**src/rtl/i2c_slave_pkg.sv**
```systemverilog
// rtl/i2c_slave_pkg.sv - shared types and constants for the I2C slave controller
package i2c_slave_pkg;

    typedef enum logic [3:0] {
        ST_IDLE,
        ST_ADDR1,
        ST_CHK1,
        ST_CHK2,
        ST_ACK_ADDR1,
        ST_ADDR2,
        ST_CHK3,
        ST_ACK_ADDR,
        ST_RX_BYTE,
        ST_ACK_DATA,
        ST_NACK_DATA,
        ST_TX_LOAD,
        ST_TX_BYTE,
        ST_TX_ACK,
        ST_WAIT_STOP
    } state_t;

    localparam logic [1:0] SDA_RELEASE = 2'b00;
    localparam logic [1:0] SDA_ACK     = 2'b01;
    localparam logic [1:0] SDA_TX      = 2'b10;

    localparam int         BITS_PER_BYTE = 8;
    localparam logic [3:0] LAST_BIT      = 4'(BITS_PER_BYTE - 1);
    localparam logic [3:0] ACK_BIT       = 4'(BITS_PER_BYTE);

endpackage

```
**src/rtl/i2c_bit_counter.sv**
```systemverilog
// rtl/i2c_bit_counter.sv - SCL rising-edge counter spanning 8 data bits plus the ACK bit
module i2c_bit_counter
    import i2c_slave_pkg::*;
(
    input  logic       clk,
    input  logic       n_rst,
    input  logic       clear,
    input  logic       count_en,
    output logic [3:0] bit_cnt
);

    // Wraps after the ACK bit so each byte frame restarts at zero on its own.
    always_ff @(posedge clk or negedge n_rst) begin
        if (!n_rst) begin
            bit_cnt <= 4'd0;
        end else if (clear) begin
            bit_cnt <= 4'd0;
        end else if (count_en) begin
            if (bit_cnt == ACK_BIT) begin
                bit_cnt <= 4'd0;
            end else begin
                bit_cnt <= bit_cnt + 4'd1;
            end
        end
    end

endmodule

```
**src/rtl/i2c_slave_controller.sv**
```systemverilog
// rtl/i2c_slave_controller.sv - slave-side I2C protocol FSM: address/data ACK and FIFO byte handoff
module i2c_slave_controller
    import i2c_slave_pkg::*;
(
    input  logic       clk,
    input  logic       n_rst,
    input  logic       start,
    input  logic       stop,
    input  logic [1:0] address_match,
    input  logic       rw_mode,
    input  logic       address_mode,
    input  logic       rising_edge,
    input  logic       falling_edge,
    input  logic       sda_sample,
    input  logic       rx_full,
    input  logic       tx_empty,
    output logic       rx_enable,
    output logic       tx_enable,
    output logic       load_data,
    output logic       rw_store,
    output logic [1:0] sda_mode,
    output logic       rx_write,
    output logic       tx_read,
    output logic       ack_error,
    output logic       busy
);

    state_t     state;
    logic [3:0] bit_cnt;
    logic       addr10_ok;
    logic       cnt_clear;

    assign cnt_clear = start || stop || (state == ST_IDLE);

    i2c_bit_counter u_bit_counter (
        .clk      (clk),
        .n_rst    (n_rst),
        .clear    (cnt_clear),
        .count_en (rising_edge),
        .bit_cnt  (bit_cnt)
    );

    // Shift-register strobes must coincide with the SCL edge strobe itself.
    assign rx_enable = rising_edge &&
                       ((state == ST_ADDR1) || (state == ST_ADDR2) || (state == ST_RX_BYTE));
    assign tx_enable = falling_edge && (state == ST_TX_BYTE) &&
                       (bit_cnt != 4'd0) && (bit_cnt <= LAST_BIT);
    assign busy      = (state != ST_IDLE) && (state != ST_WAIT_STOP);

    always_ff @(posedge clk or negedge n_rst) begin
        if (!n_rst) begin
            state     <= ST_IDLE;
            sda_mode  <= SDA_RELEASE;
            addr10_ok <= 1'b0;
            rw_store  <= 1'b0;
            rx_write  <= 1'b0;
            load_data <= 1'b0;
            tx_read   <= 1'b0;
            ack_error <= 1'b0;
        end else begin
            rw_store  <= 1'b0;
            rx_write  <= 1'b0;
            load_data <= 1'b0;
            tx_read   <= 1'b0;
            ack_error <= 1'b0;
            if (stop) begin
                state     <= ST_IDLE;
                sda_mode  <= SDA_RELEASE;
                addr10_ok <= 1'b0;
            end else if (start) begin
                state    <= ST_ADDR1;
                sda_mode <= SDA_RELEASE;
            end else begin
                case (state)
                    ST_ADDR1: begin
                        if (rising_edge && bit_cnt == LAST_BIT) begin
                            state    <= ST_CHK1;
                            rw_store <= 1'b1;
                        end
                    end
                    ST_CHK1: state <= ST_CHK2;
                    // A 10-bit read header is only honoured after a prior write header + low byte matched.
                    ST_CHK2: begin
                        if (!address_match[1]) begin
                            state <= ST_WAIT_STOP;
                        end else if (!address_mode) begin
                            state <= ST_ACK_ADDR;
                        end else if (!rw_mode) begin
                            state <= ST_ACK_ADDR1;
                        end else if (addr10_ok) begin
                            state <= ST_ACK_ADDR;
                        end else begin
                            state <= ST_WAIT_STOP;
                        end
                    end
                    ST_ADDR2: begin
                        if (rising_edge && bit_cnt == LAST_BIT) begin
                            state <= ST_CHK3;
                        end
                    end
                    ST_CHK3: begin
                        if (address_match[0]) begin
                            addr10_ok <= 1'b1;
                            state     <= ST_ACK_ADDR;
                        end else begin
                            state <= ST_WAIT_STOP;
                        end
                    end
                    ST_ACK_ADDR1, ST_ACK_ADDR, ST_ACK_DATA: begin
                        if (falling_edge && bit_cnt == ACK_BIT) begin
                            sda_mode <= SDA_ACK;
                        end else if (falling_edge && bit_cnt == 4'd0) begin
                            sda_mode <= SDA_RELEASE;
                            if (state == ST_ACK_ADDR1) begin
                                state <= ST_ADDR2;
                            end else if (state == ST_ACK_ADDR && rw_mode) begin
                                state     <= ST_TX_LOAD;
                                load_data <= 1'b1;
                                tx_read   <= !tx_empty;
                            end else begin
                                state <= ST_RX_BYTE;
                            end
                        end
                    end
                    ST_RX_BYTE: begin
                        if (rising_edge && bit_cnt == LAST_BIT) begin
                            if (!rx_full) begin
                                rx_write <= 1'b1;
                                state    <= ST_ACK_DATA;
                            end else begin
                                state <= ST_NACK_DATA;
                            end
                        end
                    end
                    ST_NACK_DATA: begin
                        if (falling_edge && bit_cnt == 4'd0) begin
                            state <= ST_WAIT_STOP;
                        end
                    end
                    ST_TX_LOAD: begin
                        state    <= ST_TX_BYTE;
                        sda_mode <= SDA_TX;
                    end
                    ST_TX_BYTE: begin
                        if (falling_edge && bit_cnt == ACK_BIT) begin
                            sda_mode <= SDA_RELEASE;
                            state    <= ST_TX_ACK;
                        end
                    end
                    ST_TX_ACK: begin
                        if (rising_edge && bit_cnt == ACK_BIT && sda_sample) begin
                            ack_error <= 1'b1;
                            state     <= ST_WAIT_STOP;
                        end else if (falling_edge && bit_cnt == 4'd0) begin
                            state     <= ST_TX_LOAD;
                            load_data <= 1'b1;
                            tx_read   <= !tx_empty;
                        end
                    end
                    default: ;
                endcase
            end
        end
    end

endmodule
```
**config.mk**
```make
export PLATFORM = sky130hd
export DESIGN_NAME = i2c_slave_controller
export DESIGN_NICKNAME = d
export VERILOG_FILES = /design/src/rtl/i2c_slave_pkg.sv /design/src/rtl/i2c_bit_counter.sv /design/src/rtl/i2c_slave_controller.sv
export SDC_FILE = /design/constraint.sdc
export NUM_CORES = 1
export LEC_CHECK = 0
export CORE_ASPECT_RATIO = 0.9
export CORE_MARGIN = 5
export CORE_UTILIZATION = 46
export CTS_CLUSTER_DIAMETER = 200
export DETAILED_ROUTE_END_ITERATION = 8
export GPL_ROUTABILITY_DRIVEN = 1
export HOLD_SLACK_MARGIN = 0.12
export PLACE_DENSITY = 0.75
export SKIP_LAST_GASP = 1
export SLEW_MARGIN = 20
export SYNTH_ARGS = -nofsm -noshare
export SYNTH_HDL_FRONTEND = slang
export SYNTH_SLANG_ARGS = --single-unit
```
**constraint.sdc**
```tcl
create_clock -name clk -period 1.68 [get_ports clk]
set_input_delay 0.336 -clock clk [delete_from_list [all_inputs] [get_ports clk]]
set_output_delay 0.336 -clock clk [all_outputs]
set_load 0.02 [all_outputs]
```
==> qor.txt, run 1 <==
I/O Pins = 23
Int Power = 751 uW
WHS = 356 ps
Clock Power Share = 23.4%
Crit path depth = 8
Arr. time, crit path = 2020 ps
Worst Clk Skew = 2.74 ps
die area = 3710 um^2
Slew HR = 68.4%
Unique masters post-synth = 40
Warnings, synthesis = 0
row cnt = 17
#FFs+latches synth = 16
via count = 1,467
Root Driver = clkbuf_4
RSZ-0062 raised after global routing = true
area grow syn2layout = 64.0%
Worst Tran Pin Value = 468 ps
Crit path top cell by count = o21ai_2
dpl ws = -355 ps
Pwr Density = 571 nW/um^2
RR Startpoint = u_bit_counter.bit_cnt[0]$_DFFE_PN0P_
Worst R2R Setup Slack = -160 ps
Max Fanout on Critical Path = 5
placed insts = 222
Port-buffer cells = 22
die height = 58.3 um
dpl hpwl = 2.69 mm
Vias per Instance = 6.27
final instance area = 1950 um^2
Setup CP Type = reg -> reg
Iteration-0 DRC Markers = 92
Routed Antenna Nets = 0
placed instance area = 1700 um^2
worst vdd ir = 0.000509 V
vias in the first global route = 1,352
initial core utilization = 48.2%
diodes inserted = 0
Worst Path Buf+Inv = 2
Net Sw Frac = 32.6%
worst stage delay on the critical path = 390 ps
WL/cell = 17.8 um
CP startpoint kind = register
area share of the largest cell type after synthesis = 33.6%
Synth area leader = dfrtp_1
maxcap violations = 0
clock slew at reported path FFs = 100 ps
Tcrit/Tclk final = 109%
CTS tree = yes
TritonCTS buffer count = 3
synth cell count leaders = dfrtp_1, nand2_1, o21ai_0, nor2_1
Setup crit end kind = register
CP max-delay cell = dfrtp_1
sequential power share = 36.5%
Post-synth EDFFs = 0
layout cells sized above 1 = 39.3%
first-pass GRT wire length = 6.35 mm
hold_buf cts = 0
outcome = finished with violations
largest net degree at the start of global routing = 23
Mean Syn Cell Area = 8.21 um^2
Routed WL = 4.16 mm
first-pass iteration count of the detailed router = 6
clk sinks = 16
violations in the final reports = design-rule violations, negative setup slack
Net Sw Power = 363 uW
largest cells by area after synthesis = dfrtp_1, o21ai_0, nand2_1
initial antenna violation count = 0
clock latency at the later pin of the worst-skew pair = 290 ps
non-filler cells, final = 234
leakage = 0.846 nW
crit path time final = 1840 ps
die width = 63.6 um
Fin. Hold Viols = 0
worst path cell trace = inv_2 > ha_4 > buf_6 > and3b_2 > a41oi_2 > o21ai_2 > o21ai_2 > mux2_4
GPL Wtd Cong = 0.851
maximum clock frequency = 544 MHz
top-count cell post-synth = dfrtp_1
Comb pwr share = 40.0%
Setup WS post-layout = -160 ps
clock tree buffer depth = 2
post-synthesis cell count = 145
Hold Crit Class = in -> async
depth of the most critical reg-to-reg path = 8
asr flop ratio synth = 100%
gr usage total = 21.6%
worst setup path startpoint = u_bit_counter.bit_cnt[0]$_DFFE_PN0P_
Final Setup Violations = 7
Pins Over Slew Limit = 0
CP Capture Point = state[0]$_DFFE_PN0P_
Worst EP required = 1860 ps
Crit path max-delay family = compound AO/OA/AOI/OAI gates
Final #Nets = 222
Worst R2R End = state[0]$_DFFE_PN0P_
post-synth design cell area = 1190 um^2
post-synthesis sequential area ratio = 33.6%
Synth Net Count = 160
CTS HTree Levels = 1
Top FF cell, synth = dfrtp_1
DRC Markers = 1
core box area = 2470 um^2
GR Overflow Total = 0
==> cell type report <==
cell class              instances  area [um^2]
repair buffers                 66          603
inverters                       8         30.0
well taps                      28         35.0
clock buffers                   4         36.3
multi-input cells             112          845
flip-flops and latches         16          403
fillers                       146          515
==> metrics by stage <==
| stage | total power [mW] | utilization (%) | setup TNS, ps |
|---|---|---|---|
| 2_1_floorplan | 0.610 | - | -165 |
| 3_3_place_gp | 0.776 | 68.9 | -2060 |
| 3_5_place_dp | 0.785 | 68.9 | -2390 |
| 4_1_cts | 1.06 | 72.9 | -1130 |
| 5_1_grt | 1.17 | 79.1 | -1380 |
| 6_report | 1.11 | 79.1 | -872 |
==> what timing repair did <==
action,in CTS,in global routing
buffers inserted,3,4
hold endpoints to repair,0,0
resized for setup,26,24
endpoints found under the setup margin,7,13
gates cloned,0,1
pin swaps,7,11
==> metal layers <==
layer | GRT usage (%) | routed length, um | vias to the layer above | share of wire, %
li1 | - | - | 651 | -
met1 | 29.2 | 1720 | 703 | 41
met2 | 34.1 | 1950 | 86 | 47
met3 | 4.65 | 320 | 27 | 7.7
met4 | 7.72 | 167 | 0 | 4.0
met5 | 0 | 0 | - | 0
==> how the worst min path moves through the flow <==
stage | start | cells past startpoint | end | slack (ps)
finish | n_rst | 2 | ack_error$_DFF_PN0_ | 360
global route | n_rst | 2 | u_bit_counter.bit_cnt[3]$_DFFE_PN0P_ | 380
CTS | n_rst | 2 | u_bit_counter.bit_cnt[2]$_DFFE_PN0P_ | 350
detailed placement | sda_mode[1]$_DFFE_PN0P_ | 2 | sda_mode[1]$_DFFE_PN0P_ | 510
global placement | sda_mode[1]$_DFFE_PN0P_ | 2 | sda_mode[1]$_DFFE_PN0P_ | 510
floorplan | n_rst | 0 | ack_error$_DFF_PN0_ | 40
==> logic make-up (layout without fill, tap and decap cells) <==
logic type | after synthesis | count (layout) | share of synthesized area (%)
AND/OR/NAND/NOR | 62 | 62 | 28.8
adder cells (fa/ha/maj) | 2 | 2 | 2.10
multiplexers | 7 | 7 | 6.41
flip-flops | 16 | 16 | 33.6
buffers and inverters | 17 | 78 | 6.52
AO/OA/AOI/OAI | 41 | 41 | 22.5
==> sequential cells by signal, summed over array words and instances, names as in the netlist <==
signal,count
state,4
u_bit_counter.bit_cnt,4
sda_mode,2
ack_error,1
addr10_ok,1
load_data,1
rw_store,1
rx_write,1
tx_read,1
==> power by group through the flow <==
| stage | combinational [mW] | clock [mW] | sequential [mW] |
|---|---|---|---|
| floorplan | 0.199 | 0 | 0.411 |
| global placement | 0.364 | 0 | 0.412 |
| detailed placement | 0.373 | 0 | 0.412 |
| CTS | 0.391 | 0.266 | 0.405 |
| global route | 0.479 | 0.288 | 0.408 |
| finish | 0.446 | 0.261 | 0.407 |
==> worst reg2reg max path, stage by stage (launching register included) <==
cell and delay, ps:
dfrtp_1 390, inv_2 60, ha_4 160, buf_6 110, and3b_2 200, a41oi_2 200
o21ai_2 90, o21ai_2 190, mux2_4 320
==> placed cells by master (no fill, tap or decap), types with 2 or more instances in the layout <==
cell	Yosys	final
ha_4	0	2
and2b_1	2	2
dfrtp_1	16	14
o21ai_0	14	11
buf_6	1	8
nand2b_1	6	5
nor2_1	12	11
a41oi_1	3	2
clkbuf_4	0	3
dfrtp_2	0	2
nand2_1	15	14
a31oi_1	3	2
o21ai_2	1	3
or4_1	2	2
a211oi_1	3	2
a21oi_1	8	7
mux2i_1	5	5
clkdlybuf4s50_1	0	19
buf_4	0	37
inv_2	0	3
nor4_1	2	2
nand3b_1	3	3
inv_1	8	5
mux2_4	1	2
nor2b_1	5	4
a21boi_0	2	2
Power figures use the tool's default switching activity.
==> run 2, diff against run 1 <==
- ABC_AREA: not set -> 1
==> qor.txt, run 2 <==
Arr. time, crit path = 1420 ps (-600 ps)
Worst R2R End = state[1]$_DFFE_PN0P_
Worst Tran Pin Value = 285 ps (-183 ps)
RSZ-0062 raised after global routing = true
Pins Over Slew Limit = 0 (unchanged)
Port-buffer cells = 22 (unchanged)
largest cells by area after synthesis = dfrtp_1, nand2_1, nand3_1
DRC Markers = 0 (-1)
maximum clock frequency = 568 MHz (+4.6%)
depth of the most critical reg-to-reg path = 12 (+4)
row cnt = 17 (unchanged)
Worst Clk Skew = 1.39 ps (-1.35 ps)
Root Driver = clkbuf_4
crit path time final = 1760 ps (-80.2 ps)
vias in the first global route = 1,441 (+6.6%)
violations in the final reports = negative setup slack
asr flop ratio synth = 100% (unchanged)
Final Setup Violations = 4 (-3)
Pwr Density = 463 nW/um^2 (-19%)
Worst R2R Setup Slack = -10 ps (+150 ps)
Worst EP required = 1340 ps (-520 ps)
Tcrit/Tclk final = 105% (-4.8 points)
area share of the largest cell type after synthesis = 33.4% (-0.21 points)
dpl hpwl = 2.94 mm (+9.4%)
initial core utilization = 48.5% (+0.30 points)
die area = 3720 um^2 (+0.53%)
gr usage total = 21.9% (+0.34 points)
Setup crit end kind = primary output
Post-synth EDFFs = 0 (unchanged)
layout cells sized above 1 = 40.9% (+1.6 points)
Sum Neg Setup Slack = -170 ps (+702 ps)
WL/cell = 16.8 um (-5.8%)
core box area = 2470 um^2 (unchanged)
post-synthesis cell count = 187 (+29%)
clk sinks = 16 (unchanged)
Routed WL = 4.73 mm (+14%)
biggest regs = state: 4 flops, u_bit_counter.bit_cnt: 4 flops, sda_mode: 2 flops
Routed Antenna Nets = 0 (unchanged)
GR Overflow Total = 0 (unchanged)
hold_buf cts = 0 (unchanged)
top-count cell post-synth = nand2_1
post-synth design cell area = 1200 um^2 (+0.63%)
Top FF cell, synth = dfrtp_1
dpl ws = -509 ps (-153 ps)
outcome = finished with violations
die width = 63.8 um (+0.27%)
CTS HTree Levels = 1 (unchanged)
Mean Syn Cell Area = 6.40 um^2 (-22%)
Unique masters post-synth = 28 (-30%)
diodes inserted = 0 (unchanged)
Fin. Hold Viols = 0 (unchanged)
Iteration-0 DRC Markers = 122 (+33%)
via count = 1,632 (+11%)
Synth area leader = dfrtp_1
Warnings, synthesis = 0 (unchanged)
CP startpoint kind = register
die height = 58.4 um (+0.26%)
first-pass GRT wire length = 6.43 mm (+1.2%)
clock latency at the later pin of the worst-skew pair = 300 ps (about the same)
Max Fanout on Critical Path = 4 (-1)
maxcap violations = 0 (unchanged)
synth cell count leaders = nand2_1, nor2_1, nand3_1, inv_1, dfrtp_1
commonest non-fill, non-tap cells in the layout = nand2_1, buf_4, nor2_1
Slew HR = 81.0% (+13 points)
most common cell after layout, fill and taps aside = nand2_1
area grow syn2layout = 66.5%
GPL Wtd Cong = 0.933 (+9.7%)
#FFs+latches synth = 16 (unchanged)
largest net degree at the start of global routing = 17 (-26%)
Synth Net Count = 202 (+26%)
leakage = 1.02 nW (+21%)
I/O Pins = 23 (unchanged)
Hold Crit Class = in -> async
CTS tree = yes
first-pass iteration count of the detailed router = 5 (-1)
Final #Nets = 270 (+22%)
Setup WS post-layout = -79.4 ps (+80.2 ps)
worst vdd ir = 0.000497 V (-2.4%)
Setup CP Type = reg -> out
post-synthesis sequential area ratio = 33.4% (-0.21 points)
clock tree buffer depth = 2 (unchanged)
RR Startpoint = state[3]$_DFFE_PN0P_
clock slew at reported path FFs = 100 ps (about the same)
Vias per Instance = 5.79 (-7.7%)
initial antenna violation count = 0 (unchanged)
TritonCTS buffer count = 3 (unchanged)
run 2: where the power goes:
part           internal [mW]  switching, mW
registers              0.390        0.00764
clock network          0.132          0.143
logic                  0.109          0.141
run 2: cell type report:
| cell class | count | area [um^2] |
|---|---|---|
| sequential | 16 | 405 |
| multi-input combinational | 143 | 836 |
| inverter | 26 | 108 |
| clock buffer | 4 | 36.3 |
| timing repair buffer | 65 | 573 |
| fill | 143 | 474 |
| tap | 28 | 35.0 |
run 2: logic make-up after synthesis:
group,after synthesis,synth area share [%]
AND/OR/NAND/NOR,122,45.7
buffers and inverters,28,9.40
AO/OA/AOI/OAI,18,8.67
flip-flops,16,33.4
adder cells (fa/ha/maj),2,2.09
XOR/XNOR,1,0.732
run 2: worst max-delay path by stage:
stage	startpoint	to
global placement	falling_edge	tx_enable
floorplan	u_bit_counter.bit_cnt[0]$_DFFE_PN0P_	state[1]$_DFFE_PN0P_
finish	u_bit_counter.bit_cnt[1]$_DFFE_PN0P_	tx_enable
detailed placement	falling_edge	tx_enable
CTS	state[3]$_DFFE_PN0P_	tx_enable
global route	u_bit_counter.bit_cnt[1]$_DFFE_PN0P_	tx_enable
run 2: timing repair:
item                                    in CTS  in global routing
endpoints found under the setup margin       9                 11
setup buffers                                5                  7
pin swaps                                    1                 21
gates resized for setup                     25                 52
run 2: layer usage:
layer	vias to the layer above	GRT usage, %	part of all wire, %
met3	36	4.77	8.8
met4	0	5.64	5.1
met2	100	38.3	50
met5	-	0	0
li1	736	-	-
met1	760	27.4	36
run 2: stage by stage:
stage | instance area [um^2] | cells | util, % | total power [mW] | hold slack, ps
floorplan | 1200 | 187 | - | 0.495 | 40.4
global placement | 1700 | 269 | 69.0 | 0.600 | 459
detailed placement | 1700 | 269 | 69.0 | 0.604 | 493
CTS | 1790 | 278 | 72.6 | 0.873 | 348
global route | 1990 | 282 | 80.8 | 0.963 | 369
finish | 1990 | 282 | 80.8 | 0.923 | 339
run 2: critical path, stage by stage (launching register included):
cell and delay, ps:
dfrtp_1 390, inv_2 70, ha_4 170, inv_4 60, nor2_4 40, nor4_4 210
buf_4 190
